## src/rtl/spi_frame_fetch.sv

```systemverilog
// SPI flash frame fetcher: one read per frame_req, streams FRAME_BITS data bits out of MISO.
// Optional `SPI_FAST_READ_EN: fast-read command 0x0B with 8 dummy SCLK cycles before data.
module spi_frame_fetch #(
  parameter int unsigned           ADDR_WIDTH = 24,
  parameter int unsigned           FRAME_BITS = 768,
  parameter logic [ADDR_WIDTH-1:0] BASE_ADDR  = '0,
  parameter int unsigned           NUM_FRAMES = 4
) (
  input  logic                          CLK_40,
  input  logic                          reset,
  input  logic                          SPI_clk_en,
  input  logic                          frame_req,
  input  logic                          MISO,
  output logic                          SCLK,
  output logic                          CS_n,
  output logic                          MOSI,
  output logic                          bit_valid,
  output logic                          bit_data,
  output logic                          busy,
  output logic                          frame_done,
  output logic [$clog2(NUM_FRAMES)-1:0] frame_idx
);

  localparam int unsigned IDX_W   = $clog2(NUM_FRAMES);
  localparam int unsigned SH_W    = 8 + ADDR_WIDTH;
  localparam int unsigned CNT_MAX = (FRAME_BITS > ADDR_WIDTH) ? FRAME_BITS : ADDR_WIDTH;
  localparam int unsigned CNT_W   = $clog2(CNT_MAX);

`ifdef SPI_FAST_READ_EN
  localparam logic [7:0] CMD_BYTE = 8'h0B;
`else
  localparam logic [7:0] CMD_BYTE = 8'h03;
`endif

  localparam logic [ADDR_WIDTH-1:0] FRAME_BYTES = ADDR_WIDTH'(FRAME_BITS / 8);
  localparam logic [IDX_W-1:0]      LAST_IDX    = IDX_W'(NUM_FRAMES - 1);

  typedef enum logic [2:0] {
    S_IDLE,
    S_CS_SETUP,
    S_CMD,
    S_ADDR,
`ifdef SPI_FAST_READ_EN
    S_DUMMY,
`endif
    S_DATA,
    S_CS_HOLD,
    S_FINISH
  } state_t;

  state_t                  r_state;
  logic [ADDR_WIDTH-1:0]   r_addr;
  logic [SH_W-1:0]         r_sh;
  logic [CNT_W-1:0]        r_cnt;
  logic [IDX_W-1:0]        r_idx;
  logic                    r_sclk;
  logic                    r_csn;
  logic                    r_mosi;
  logic                    r_bv;
  logic                    r_bd;
  logic                    r_busy;
  logic                    r_done;

  logic                    w_last;

  assign w_last = (r_cnt == '0);

  always_ff @(posedge CLK_40) begin
    if (!reset) begin
      r_state <= S_IDLE;
      r_addr  <= BASE_ADDR;
      r_sh    <= '0;
      r_cnt   <= '0;
      r_idx   <= '0;
      r_sclk  <= 1'b0;
      r_csn   <= 1'b1;
      r_mosi  <= 1'b0;
      r_bv    <= 1'b0;
      r_bd    <= 1'b0;
      r_busy  <= 1'b0;
      r_done  <= 1'b0;
    end else begin
      r_bv   <= 1'b0;
      r_done <= 1'b0;
      case (r_state)
        S_IDLE: begin
          // busy is still high during the frame_done cycle; drop it here and ignore any request seen meanwhile
          if (r_busy) begin
            r_busy <= 1'b0;
          end else if (frame_req) begin
            r_busy  <= 1'b1;
            r_state <= S_CS_SETUP;
          end
        end

        S_CS_SETUP: begin
          if (SPI_clk_en) begin
            r_csn   <= 1'b0;
            r_mosi  <= CMD_BYTE[7];
            r_sh    <= {CMD_BYTE[6:0], r_addr, 1'b0};
            r_cnt   <= CNT_W'(7);
            r_state <= S_CMD;
          end
        end

        S_CMD, S_ADDR: begin
          if (SPI_clk_en) begin
            r_sclk <= ~r_sclk;
            if (r_sclk) begin
              r_mosi <= r_sh[SH_W-1];
              r_sh   <= {r_sh[SH_W-2:0], 1'b0};
              r_cnt  <= r_cnt - 1'b1;
              if (w_last) begin
                if (r_state == S_CMD) begin
                  r_state <= S_ADDR;
                  r_cnt   <= CNT_W'(ADDR_WIDTH - 1);
                end else begin
                  r_mosi  <= 1'b0;
`ifdef SPI_FAST_READ_EN
                  r_state <= S_DUMMY;
                  r_cnt   <= CNT_W'(7);
`else
                  r_state <= S_DATA;
                  r_cnt   <= CNT_W'(FRAME_BITS - 1);
`endif
                end
              end
            end
          end
        end

`ifdef SPI_FAST_READ_EN
        S_DUMMY: begin
          if (SPI_clk_en) begin
            r_sclk <= ~r_sclk;
            if (r_sclk) begin
              r_cnt <= r_cnt - 1'b1;
              if (w_last) begin
                r_state <= S_DATA;
                r_cnt   <= CNT_W'(FRAME_BITS - 1);
              end
            end
          end
        end
`endif

        S_DATA: begin
          if (SPI_clk_en) begin
            r_sclk <= ~r_sclk;
            if (!r_sclk) begin
              r_bd <= MISO;
              r_bv <= 1'b1;
            end else begin
              r_cnt <= r_cnt - 1'b1;
              if (w_last) r_state <= S_CS_HOLD;
            end
          end
        end

        S_CS_HOLD: begin
          if (SPI_clk_en) begin
            r_csn   <= 1'b1;
            r_state <= S_FINISH;
          end
        end

        S_FINISH: begin
          r_done  <= 1'b1;
          r_state <= S_IDLE;
          if (r_idx == LAST_IDX) begin
            r_idx  <= '0;
            r_addr <= BASE_ADDR;
          end else begin
            r_idx  <= r_idx + 1'b1;
            r_addr <= r_addr + FRAME_BYTES;
          end
        end

        default: r_state <= S_IDLE;
      endcase
    end
  end

  assign SCLK       = r_sclk;
  assign CS_n       = r_csn;
  assign MOSI       = r_mosi;
  assign bit_valid  = r_bv;
  assign bit_data   = r_bd;
  assign busy       = r_busy;
  assign frame_done = r_done;
  assign frame_idx  = r_idx;

endmodule

```

## config.mk

```make
export PLATFORM = sky130hd
export DESIGN_NAME = spi_frame_fetch
export DESIGN_NICKNAME = d
export VERILOG_FILES = /design/src/rtl/spi_frame_fetch.sv
export SDC_FILE = /design/constraint.sdc
export NUM_CORES = 1
export LEC_CHECK = 0
export CORE_ASPECT_RATIO = 0.9
export CORE_UTILIZATION = 55
export CTS_CLUSTER_DIAMETER = 40
export DETAILED_ROUTE_END_ITERATION = 7
export GPL_ROUTABILITY_DRIVEN = 0
export GPL_TIMING_DRIVEN = 1
export PLACE_DENSITY = 0.79
export SLEW_MARGIN = 5
export SYNTH_ARGS = -nofsm -noshare
export SYNTH_HDL_FRONTEND = slang
export SYNTH_SLANG_ARGS = --single-unit
export TNS_END_PERCENT = 30
```

## constraint.sdc

```tcl
create_clock -name CLK_40 -period 4.5 [get_ports CLK_40]
set_input_delay 0.675 -clock CLK_40 [delete_from_list [all_inputs] [get_ports CLK_40]]
set_output_delay 0.675 -clock CLK_40 [all_outputs]
set_load 0.01 [all_outputs]
```

==> impl_metrics.csv <==
group,metric,value,unit
run_status,outcome,"finished, final reports clean",
worst_setup_path,crit_fanout,10,
logic_synthesis,yosysSeqAreaShare,43.6,%
timing,finalHoldViolCount,0,
clocking,clock-sinks,67,
cells_and_area,drive_gt1_share,7.65,%
timing,tightest_slew,0.813,ns
logic_synthesis,synthMostInstantiatedCell,"dfxtp_1",
worst_setup_path,cp_data_required_time,4.70,ns
power,ir_drop,0.000315,V
clocking,cts_made_buffers,9,
worst_setup_path,worstSetupEndpointType,"register",
place,hpwlAfterDp,4190,um
power,p_sw_share,30.8,%
drt,drt_iter0_markers,173,
run,max_cap_viol_count,0,
logic_synthesis,synth-seq-cells,67,
clocking,htreeDepth,3,
worst_setup_path,cp_top_family,"simple AND/OR/NAND/NOR gates",
logic_synthesis,netlist_area,3080,sq um
worst_hold_path,min_path_type,"reg2reg",
logic_synthesis,async_flop_share,0,%
global_routing,grt_max_degree,43,
timing,maxSlewHeadroom,45.8,%
logic_synthesis,synth_top_area_share,43.6,%
power,p_switching,451,uW
worst_setup_path,path_cells,"clkdlybuf4s50_1 -> and4b_1 -> nor2_1 -> nand2_1 -> nand2_1 -> a31oi_1",
clocking,post_cts_resized,0,
worst_setup_path,cpPeakStageDelay,0.55,ns
floorplanning,die_width,80.8,um
floorplanning,die_area,5900,sq um
timing,max_freq,408,MHz
clocking,clkSlewWorstSetupHoldPaths,0.07,ns
timing,setup_slack,2.05,ns
clocking,hold_buffers,0,
timing,min_period_over_period,54.5,%
timing,finalHoldWorstSlack,0.462,ns
logic_synthesis,ys_types,55,
place,place_area,3160,sq um
logic_synthesis,yosys_warnings,0,
drt,drt_wl_total,6470,um
global_routing,grt_pass1_wl,11100,um
floorplanning,pin_count,14,
timing,setup_viol,0,
logic_synthesis,synth_nets,380,
worst_setup_path,path_buf_inv,1,
clocking,clock_path_buffers,2,
logic_synthesis,syn_avg_cell_area,8.27,sq um
logic_synthesis,syn_inst,372,
cells_and_area,nFillCells,485,
global_routing,grt_pass1_vias,2325,
timing,drv_slew,0,
cells_and_area,fin_cells,446,
floorplanning,dieHeight,73.0,um
cells_and_area,diodes,0,
worst_setup_path,worstPathArrival,2.65,ns
worst_setup_path,critPathLaunchType,"input pin",
clocking,clk_latency,0.34,ns
floorplanning,core_area,5320,sq um
place,portBuffers,13,
cells_and_area,syn_to_final_growth,8.46,%
worst_setup_path,cp_slowest_cell,"clkdlybuf4s50_1",
clocking,cts-root-buf,"clkbuf_8",
clocking,post_cts_buffers,0,
power,power_density,439,nW/um^2
global_routing,antenna_found_initial,0,
timing,rsz0062_at_grt,"false",
drt,drtAntennaViolNets,0,
place,place_ws,1.71,ns
place,placedCellCount,431,
cells_and_area,final_area,3340,sq um
drt,drcViolationCount,0,
drt,wl_per_cell,14.5,um
worst_setup_path,cp_common_cell,"nand2_1",
global_routing,grt.total_usage,24.8,%
drt,viasPerCell,5.88,
global_routing,gr-total-overflow,0,
power,p_int,1.01,mW
logic_synthesis,synth_commonest_cells,"67 x dfxtp_1, 59 x nand2_1, 57 x nor2_1, 22 x a21oi_1, 19 x a311oi_1",
logic_synthesis,synthTopCellsByArea,"dfxtp_1 44%, nand2_1 7.2%, nor2_1 7.0%, a311oi_1 5.4%, a21oi_1 3.6%",
worst_setup_path,worstSetupPathType,"in2reg",
power,p_seq_share,47.9,%
timing,clock_skew,0.00453,ns
timing,fin_setup_tns,0,ns
floorplanning,initial_utilization,57.9,%
power,pwr-share-comb,21.4,%
power,pwr-share-clk,30.7,%
clocking,cts_tree,"done",
logic_synthesis,synth_edf_count,0,
floorplanning,num_rows,25,
drt,vias,2624,
logic_synthesis,yosysTopAreaCell,"dfxtp_1",
power,leakage,1.11,nW
cells_and_area,nNetsFinal,383,
logic_synthesis,synthFlopType,"dfxtp_1",
timing,min_period,2.45,ns
drt,dr.pass1.iters,6,
layout make-up:
| type | count | area (sq um) | share of cell area [%] |
|---|---|---|---|
| Timing Repair Buffer | 15 | 145 | 4.35 |
| Multi-Input combinational cell | 273 | 1550 | 46.6 |
| Sequential cell | 67 | 1340 | 40.2 |
| Clock inverter | 2 | 10.0 | 0.300 |
| Clock buffer | 13 | 169 | 5.06 |
| Inverter | 9 | 33.8 | 1.01 |
| Tap cell | 67 | 83.8 | 2.51 |
metrics by stage:
step / util [%] / total power [mW]
floorplan: - / 0.983
global placement: 59.4 / 1.01
detailed placement: 59.4 / 1.02
CTS: 62.8 / 1.47
global route: 62.8 / 1.55
finish: 62.8 / 1.46
kinds of logic (layout without fill, tap and decap cells):
logic type	after synthesis	count (layout)	synth area share, %
buffers and inverters	32	39	5.90
AO/OA/AOI/OAI	82	82	18.0
flip-flops	67	67	43.6
AND/OR/NAND/NOR	172	172	26.7
adder cells (fa/ha/maj)	3	3	1.22
multiplexers	1	1	0.325
XOR/XNOR	15	15	4.27
flip-flops by register name, indices dropped and copies added, names as in the netlist:
signal / flops
bit_data: 1
r_sh: 26
r_addr: 19
bit_valid: 1
frame_idx: 2
CS_n: 1
r_state: 3
MOSI: 1
frame_done: 1
busy: 1
SCLK: 1
r_cnt: 10
final timing paths:
kind | to | slack (ns) | from | cells past startpoint
setup / recovery | r_cnt[9] | 2.05 | SPI_clk_en | 6
hold / removal | r_sh[6] | 0.46 | r_sh[6] | 2
setup reg to reg | r_cnt[9] | 2.14 | r_state[1] | 4
hold reg to reg | r_sh[6] | 0.46 | r_sh[6] | 2
per-layer routing:
metal / global-route usage (%) / vias to the layer above / share of wire, %
met3: 7.50 / 7 / 5.9
met1: 34.2 / 1217 / 48
li1: - / 1326 / -
met4: 7.74 / 0 / 1.2
met5: 0 / - / 0
met2: 37.0 / 74 / 45
cell usage in the layout (no fill, tap or decap), types with 3 or more instances in the layout:
master / synthesis / final
clkdlybuf4s50_1: 0 / 13
o22ai_1: 3 / 3
ha_1: 3 / 3
nand4b_1: 3 / 3
nor3_1: 10 / 10
dfxtp_1: 67 / 67
a311oi_1: 19 / 19
nand2_1: 59 / 59
or3_1: 3 / 3
nand4_1: 6 / 6
nor2_1: 57 / 57
o21ai_0: 16 / 16
nand3_1: 5 / 5
nand2b_1: 3 / 3
inv_1: 8 / 8
xor2_1: 7 / 7
a22oi_1: 5 / 5
a31oi_1: 4 / 4
xnor2_1: 8 / 8
nor4_1: 7 / 7
a21oi_1: 22 / 22
clkbuf_8: 2 / 12
worst reg2reg max path, cell delays in order (launching register included):
cell      delay, ns
dfxtp_1        0.60
nand2b_1       0.55
o21ai_0        0.67
o21ai_0        0.22
a31oi_1        0.23
power groups by stage:
stage	logic [mW]	registers, mW	clock network [mW]
finish	0.313	0.701	0.450
global route	0.353	0.709	0.489
CTS	0.311	0.699	0.462
detailed placement	0.309	0.710	0
global placement	0.302	0.709	0
floorplan	0.290	0.692	0
Power figures use the tool's default switching activity.
